### src/rtl/multiword_add_sequencer.sv
// Wide adder sequencer: streams 64*WORDS-bit operands one word per clock through an
// external combinational 64-bit adder. Define MWADD_SUB_EN to add the subtract mode (port sub).
module multiword_add_sequencer #(
    parameter  int WORDS = 4,
    localparam int IDXW  = (WORDS > 1) ? $clog2(WORDS) : 1
) (
    input  logic                  clk,
    input  logic                  rst_n,
    input  logic                  start_valid,
    output logic                  start_ready,
    input  logic [64*WORDS-1:0]   op_a,
    input  logic [64*WORDS-1:0]   op_b,
    input  logic                  carry_in,
`ifdef MWADD_SUB_EN
    input  logic                  sub,
`endif
    output logic [63:0]           add_a,
    output logic [63:0]           add_b,
    output logic                  add_cin,
    input  logic [63:0]           add_sum,
    input  logic                  add_cout,
    output logic                  res_valid,
    input  logic                  res_ready,
    output logic [64*WORDS-1:0]   res_sum,
    output logic                  res_carry_out,
    output logic                  busy
);

    typedef enum logic [1:0] {
        IDLE = 2'd0,
        RUN  = 2'd1,
        DONE = 2'd2
    } state_t;

    state_t            state;
    state_t            state_nxt;
    logic [IDXW-1:0]   idx;
    logic              carry_reg;
    logic [63:0]       a_reg    [WORDS];
    logic [63:0]       b_reg    [WORDS];
    logic [63:0]       res_word [WORDS];
    logic [63:0]       b_word;
    logic              last_word;
    logic              accept;

    assign last_word = (idx == IDXW'(WORDS - 1));
    assign accept    = (state == IDLE) && start_valid;

`ifdef MWADD_SUB_EN
    logic sub_reg;

    // Subtraction is A + ~B + 1: invert each B word and seed the carry chain with 1.
    assign b_word = sub_reg ? ~b_reg[idx] : b_reg[idx];

    always_ff @(posedge clk or negedge rst_n) begin
        if (!rst_n) begin
            sub_reg <= 1'b0;
        end else if (accept) begin
            sub_reg <= sub;
        end
    end
`else
    assign b_word = b_reg[idx];
`endif

    for (genvar w = 0; w < WORDS; w++) begin : g_res
        assign res_sum[64*w +: 64] = res_word[w];
    end

    always_ff @(posedge clk or negedge rst_n) begin
        if (!rst_n) begin
            state <= IDLE;
        end else begin
            state <= state_nxt;
        end
    end

    always_comb begin
        state_nxt   = state;
        start_ready = 1'b0;
        res_valid   = 1'b0;
        busy        = 1'b1;
        add_a       = 64'd0;
        add_b       = 64'd0;
        add_cin     = 1'b0;
        case (state)
            IDLE: begin
                start_ready = 1'b1;
                busy        = 1'b0;
                if (start_valid) begin
                    state_nxt = RUN;
                end
            end
            RUN: begin
                add_a   = a_reg[idx];
                add_b   = b_word;
                add_cin = carry_reg;
                if (last_word) begin
                    state_nxt = DONE;
                end
            end
            DONE: begin
                res_valid = 1'b1;
                if (res_ready) begin
                    state_nxt = IDLE;
                end
            end
            default: begin
                state_nxt = IDLE;
            end
        endcase
    end

    // The adder is combinational: its sum for the word driven this cycle is captured at the edge.
    always_ff @(posedge clk or negedge rst_n) begin
        if (!rst_n) begin
            idx           <= '0;
            carry_reg     <= 1'b0;
            res_carry_out <= 1'b0;
            for (int w = 0; w < WORDS; w++) begin
                a_reg[w]    <= 64'd0;
                b_reg[w]    <= 64'd0;
                res_word[w] <= 64'd0;
            end
        end else if (accept) begin
            idx <= '0;
            for (int w = 0; w < WORDS; w++) begin
                a_reg[w] <= op_a[64*w +: 64];
                b_reg[w] <= op_b[64*w +: 64];
            end
`ifdef MWADD_SUB_EN
            carry_reg <= sub ? 1'b1 : carry_in;
`else
            carry_reg <= carry_in;
`endif
        end else if (state == RUN) begin
            res_word[idx] <= add_sum;
            carry_reg     <= add_cout;
            idx           <= idx + IDXW'(1);
            if (last_word) begin
                res_carry_out <= add_cout;
            end
        end
    end

endmodule

### config.mk
export PLATFORM = sky130hd
export DESIGN_NAME = multiword_add_sequencer
export DESIGN_NICKNAME = d
export VERILOG_FILES = /design/src/rtl/multiword_add_sequencer.sv
export SDC_FILE = /design/constraint.sdc
export NUM_CORES = 1
export LEC_CHECK = 0
export ABC_AREA = 1
export BUFFER_PORTS_ARGS = -buffer_cell sky130_fd_sc_hd__buf_2
export CAP_MARGIN = 20
export CORE_AREA = 2 2 375 377
export DETAILED_ROUTE_END_ITERATION = 10
export DIE_AREA = 0 0 377 379
export MAX_ROUTING_LAYER = met4
export SETUP_SLACK_MARGIN = 0.02
export SLEW_MARGIN = 5
export SYNTH_ARGS = -nofsm -noshare
export SYNTH_HDL_FRONTEND = slang
export SYNTH_SLANG_ARGS = --single-unit
### constraint.sdc
create_clock -name clk -period 5.1 [get_ports clk]
set_input_delay 0.51 -clock clk [delete_from_list [all_inputs] [get_ports clk]]
set_output_delay 0.51 -clock clk [all_outputs]
set_load 0.01 [all_outputs]
==> results of run 1 <==
[where the power goes]
part	total [W]	leakage, nW	switching (W)	internal [W]
Sequential	0.0103	9.51	0.00119	0.00915
Clock	0.00664	1.47	0.00282	0.00381
Combinational	0.0132	13.0	0.00882	0.00439
Total	0.0302	24.0	0.0128	0.0173
[path summary, 6_finish.rpt]
| check | startpoint | end | slack (ps) | cells after the start |
|---|---|---|---|---|
| worst max register to register | idx[0] | res_sum[31] | 1740 | 5 |
| max in group asynchronous | rst_n | b_reg[57] | 3270 | 3 |
| worst min-delay path | op_b[209] | b_reg[17] | 50 | 3 |
| worst max-delay path | idx[0] | add_a[50] | 1060 | 6 |
| worst min register to register | res_sum[98] | res_sum[98] | 480 | 2 |
| min in group asynchronous | rst_n | res_sum[229] | 460 | 2 |
[cells by family (layout without fill, tap and decap cells)]
logic type / Yosys count / after routing
compound gates: 902 / 902
fa+ha+maj: 4 / 4
buf+inv: 853 / 2173
flops: 774 / 774
other cells: 0 / 25
simple gates: 1555 / 1555
[metrics by stage]
stage	cell area (um2)	util, %	power [W]
6_report	47200	34.0	0.0302
5_1_grt	47200	34.0	0.0326
4_1_cts	47200	34.0	0.0305
3_5_place_dp	40000	28.8	0.0234
3_3_place_gp	40000	28.8	0.0232
2_1_floorplan	33600	-	0.0181
[worst max-delay path: stages, from the launching register on]
cell,delay (ps)
dfrtp_4,980
inv_8,440
buf_12,390
nand2_1,130
nand3_1,70
a21oi_1,460
buf_2,230
[final cells by class]
type | instances | area [um2] | area share, %
flip-flops and latches | 774 | 19400 | 41.0
multi-input cells | 2461 | 10800 | 22.8
repair buffers | 1429 | 9540 | 20.2
clock buffers | 126 | 2580 | 5.46
well taps | 1807 | 2260 | 4.79
inverters | 585 | 2220 | 4.69
clock inverters | 33 | 439 | 0.930
diodes | 25 | 62.6 | 0.132
[synth_stat cells]
| cell | count |
|---|---|
| clkinv_1 | 1 |
| nand2_1 | 1294 |
| nor2_2 | 1 |
| inv_2 | 2 |
| buf_2 | 115 |
| nand2_2 | 2 |
| buf_1 | 11 |
| buf_4 | 33 |
| nand3_1 | 256 |
| o21ai_1 | 397 |
| o21ai_0 | 376 |
| dfrtp_1 | 774 |
| inv_1 | 582 |
| clkbuf_1 | 105 |
| nor2_1 | 2 |
| buf_6 | 4 |
| ha_1 | 4 |
| a21oi_1 | 128 |
| o31ai_1 | 1 |
[layout by cell type (no fill, tap or decap), types with 5 or more instances in the layout]
cell              n
a21oi_1         128
buf_12           14
buf_2           969
buf_4            24
bufinv_16         5
clkbuf_1         18
clkbuf_16        91
clkbuf_8         17
clkinv_2         12
clkinv_4          5
dfrtp_1         772
diode_2          25
dlygate4sd3_1   421
inv_1           581
nand2_1        1291
nand3_1         256
o21ai_0         376
o21ai_1         397
[routing by layer]
layer  track usage (%)  share of wire (%)  vias up
met1              22.3                 40    15400
met2              29.7                 47     1337
met5                 -                  0        -
met4              10.9                6.1        0
li1                  -                  -    15300
met3              3.66                6.8      368
==> impl_results.md, run 1 <==
- Antenna viol nets, final: 0
- Vias: 32,400
- DP HPWL: 92,600 um
- Rel. slew slack: 33.8%
- DR pass1 iterations: 6
- Final TNS setup: 0 ps
- Largest family of logic cells by synthesized area: simple AND/OR/NAND/NOR gates
- Yosys warning count: 0
- Fin crit share: 79.1%
- Vias/cell: 4.47
- Vias in the first global route: 32,000
- PortBufs: 970
- Core Region: 139,000 um2
- H-tree levels: 3
- Arr. time, crit path: 3530 ps
- WHS: 54.8 ps
- Final wirelength: 135,000 um
- Fin. Hold Viols: 0
- Setup repair bufs after CTS: 0
- Placed cells: 6,635
- P_leak: 24.0 nW
- Compound-Gate Fraction of Synth Area: 13.4%
- DRT iter0 DRCs: 2,322
- Clock Tree Buf Depth: 3
- Clock slew at reported path FFs: 60 ps
- Worst slew pin tran: 993 ps
- Final Non-Filler Cells: 7,240
- Post-synthesis mux area share: 0%
- DRC violation count after routing: 0
- Syn_area_per_cell: 8.22 um2
- VDD IR max: 349 uV
- Hold buffers post-CTS: 421
- Gr usage total: 18.8%
- Seq/Total Area, Yosys: 57.6%
- # IOs: 971
- GPL Wtd Cong: 0.927
- Final min period: 4040 ps
- Flops & latches, synth: 774
- Fmax: 248 MHz
- Final Skew: 40.0 ps
- Die ar.: 143,000 um2
- Unrepaired setup endpoints after global routing: no
- Syn Nets: 4,674
- Pin count of the biggest net entering global routing: 131
- Status: complete, no violations
- Starting Density: 24.2%
- Worst-Skew Late Latency: 690 ps
- Row Count: 137
- Layout cell share with drive strength beyond 1: 21.5%
- CTS tree: yes
- Fill cells: 14,400
- Synth-to-layout area growth: 40.6%
- Post-cts sizing count: 0
- Die X: 377 um
- Synth top area share: 57.6%
- Clock Sinks: 774
- First-pass GRT wire length: 198,000 um
- Mapped cell area: 33,600 um2
- Biggest area consumer among synthesized cells: dfrtp_1
- WL per Instance: 18.6 um
- Yosys cell types: 19
- Max-Cap Viols: 0
- Pre-CTS WS: 1580 ps
- Adder-Cell Fraction of Synth Area: 0.149%
- CTS root buf: clkbuf_16
- Fin nets: 5,928
- GR Overflow Total: 0
- Post-Synth Simple-Gate Area: 18.3%
- Cell Pwr Density: 639 nW/um2
- Setup Viol. Count Final: 0
- Fin worst setup slack: 1060 ps
- Critical Path RT: 4590 ps
- Slew Limit Fails: 0
- Setup Crit Path Kind: flip-flop to output port
- Hold/Removal Path Class: input pin to flip-flop
- Clock buffer count from CTS: 91
- Crit end category: output port
- Initial antenna violation count: 32
- Die height: 379 um
- Worst-path fanout max: 100
- Post-synthesis xor/xnor area fraction: 0%
- Synth area leaders: dfrtp_1 58%, nand2_1 14%, inv_1 6.5%, o21ai_1 5.9%, o21ai_0 5.6%
- Startpoint types: flip-flop
- Cells after Synth: 4,088
Power figures use the tool's default switching activity.
==> inputs of run 2 (changes only) <==
--- a/config.mk
+++ b/config.mk
@@ -5,12 +5,12 @@
 export SDC_FILE = /design/constraint.sdc
 export NUM_CORES = 1
 export LEC_CHECK = 0
-export ABC_AREA = 1
+export ABC_AREA = 0
 export BUFFER_PORTS_ARGS = -buffer_cell sky130_fd_sc_hd__buf_2
 export CAP_MARGIN = 20
-export CORE_AREA = 2 2 375 377
+export CORE_AREA = 2 2 380 382
 export DETAILED_ROUTE_END_ITERATION = 10
-export DIE_AREA = 0 0 377 379
+export DIE_AREA = 0 0 382 384
 export MAX_ROUTING_LAYER = met4
 export SETUP_SLACK_MARGIN = 0.02
 export SLEW_MARGIN = 5
==> constraint.sdc (replaced) <==
create_clock -name clk -period 3.2 [get_ports clk]
set_input_delay 0.32 -clock clk [delete_from_list [all_inputs] [get_ports clk]]
set_output_delay 0.32 -clock clk [all_outputs]
set_load 0.01 [all_outputs]
==> run 2 against run 1 <==
- core utilization grew 0.22 points
- synthesized cell count shrank 52%
- power grew 62%
- hold slack gained 13 ps
- sequential power grew 75%
- critical endpoint is now add_b[33]
==> impl_results.md, run 2 <==
- Setup repair bufs after CTS: 0
- Startpoint types: flip-flop
- Synth top cells by count: 774 x dfrtp_1, 389 x mux2_1, 380 x mux2_2
- Crit end category: output port
- # IOs: 971
- Die height: 384 um
- Die ar.: 147,000 um2
- DP HPWL: 82,200 um
- Yosys cell types: 23
- Vias: 23,600
- Hold/Removal Path Class: input pin to flip-flop
- Async SR Flop Fraction: 100%
- Clock Sinks: 774
- Rel. slew slack: 53.2%
- Final wirelength: 114,000 um
- Fmax: 333 MHz
- GR Overflow Total: 0
- Count leader, synth: dfrtp_1
- Setup Viol. Count Final: 0
- Vias/cell: 4.28
- WL per Instance: 20.6 um
- Cell Area, Placed: 40,000 um2
- Cell Pwr Density: 1000 nW/um2
- Fin crit share: 93.7%
- Post-synth top flop: dfrtp_1
- CTS tree: yes
- Core Region: 143,000 um2
- Seq/Total Area, Yosys: 59.4%
- Clock slew at reported path FFs: 60 ps
- Setup Crit Path Kind: flip-flop to output port
- Pin count of the biggest net entering global routing: 100
- Final Skew: 25.4 ps
- Adder-Cell Fraction of Synth Area: 0.153%
- DR pass1 iterations: 5
- GPL Wtd Cong: 0.905
- Compound-Gate Fraction of Synth Area: 0.0767%
- Synth area leaders: dfrtp_1 59%, mux2_1 13%, mux2_2 13%, mux4_2 8.8%, and2_1 2.5%
- PortBufs: 970
- EDFF count, synth: 0
- Unrepaired setup endpoints after global routing: no
- R2R Setup Slk: 740 ps
- Post-synthesis mux area share: 35.4%
- Cells after Synth: 1,952
- First-pass GRT wire length: 167,000 um
- Most common cell after layout, fill and taps aside: buf_2
- Worst-Skew Late Latency: 690 ps
- Post-synthesis xor/xnor area fraction: 0%
- Final TNS setup: 0 ps
- Die X: 382 um
- Post-Synth Simple-Gate Area: 2.72%
- Gr usage total: 15.6%
- Largest family of logic cells by synthesized area: multiplexers
- Clock Tree Buf Depth: 3
- Slew Limit Fails: 0
- Arr. time, crit path: 2680 ps
- Design Area, Final: 48,900 um2
- Mapped cell area: 32,600 um2
- Row Count: 139
- Syn_area_per_cell: 16.7 um2
- DRT iter0 DRCs: 948
- Critical Path RT: 2880 ps
- Layout cell share with drive strength beyond 1: 46.9%
- H-tree levels: 3
- Initial antenna violation count: 23
- Antenna viol nets, final: 0
- Fin. Hold Viols: 0
- Max-Cap Viols: 0
- Starting Density: 22.8%
- Flops & latches, synth: 774
- Status: complete, no violations
- Biggest area consumer among synthesized cells: dfrtp_1
- Worst-path fanout max: 46
- Syn Nets: 2,538
- Clock buffer count from CTS: 89
- Vias in the first global route: 25,800
- Final min period: 3000 ps
- Highest-count cells in the layout ignoring fill and taps: 969 x buf_2, 772 x dfrtp_1, 578 x dlygate4sd3_1, 389 x mux2_1, 380 x mux2_2
- Worst slew pin tran: 701 ps
- Yosys warning count: 0
- DRC violation count after routing: 0
- VDD IR max: 578 uV
- Synth top area share: 59.4%
- CTS root buf: clkbuf_16
- Synth-to-layout area growth: 49.9%
- Fin nets: 4,122
- P_leak: 21.7 nW
==> run 2: layout make-up <==
class / instances / area, um2
diodes: 16 / 40.0
clock buffers: 132 / 2590
clock inverters: 30 / 440
fillers: 13800 / 93900
inverters: 5 / 18.8
multi-input cells: 1048 / 12500
flip-flops and latches: 774 / 19400
well taps: 1903 / 2380
repair buffers: 1618 / 11500
==> run 2: worst paths after layout <==
check,from,to,depth (start not counted)
max in group asynchronous,rst_n,b_reg[140],4
max reg2reg,state[0],carry_reg,5
min reg2reg,a_reg[96],a_reg[96],1
min,add_sum[60],res_sum[252],2
min in group asynchronous,rst_n,res_sum[81],2
max,idx[0],add_b[33],4
==> run 2: through the flow <==
step / total power [W] / util (%) / cells / hold slack, ps / setup slack [ps]
floorplan: 0.0298 / - / 1952 / 24.4 / 1250
global placement: 0.0377 / 28.0 / 4770 / 354 / 821
detailed placement: 0.0381 / 28.0 / 4770 / 362 / 800
CTS: 0.0495 / 34.2 / 5510 / 9.80 / 38.4
global route: 0.0518 / 34.2 / 5523 / 30.2 / 35.3
finish: 0.0489 / 34.3 / 5526 / 68.1 / 200
==> run 2: logic make-up (layout without fill, tap and decap cells) <==
kind of cell | Yosys count | after routing
AOI/OAI and AO/OA | 4 | 4
adders and majority gates | 4 | 4
buffers and inverters | 130 | 1785
DFF | 774 | 774
muxes | 899 | 899
other | 0 | 16
and+or+nand+nor | 141 | 141
==> run 2: report_power, final <==
part           internal [W]  switching (W)  leakage [nW]
sequential           0.0149        0.00304          9.09
clock               0.00621        0.00432          1.46
combinational        0.0111        0.00940          11.1
==> run 2: per-layer routing <==
layer  vias up  track usage [%]  part of all wire, %
li1      10300                -                    -
met1     12300             18.2                   40
met2       872             26.2                   50
met3       200             3.44                  6.0
met4         0             6.22                  3.6
met5         -                -                    0
==> run 2: critical path, cell delays in order, from the launching register on <==
cell and delay [ps]:
dfrtp_4 620, buf_12 360, mux4_2 620, and2_1 190, buf_2 140
==> run 2: repair_timing <==
item                                   4_1_cts  5_1_grt
resized for setup                            0        0
hold buffers                               578        0
endpoints found under the hold margin      786        0
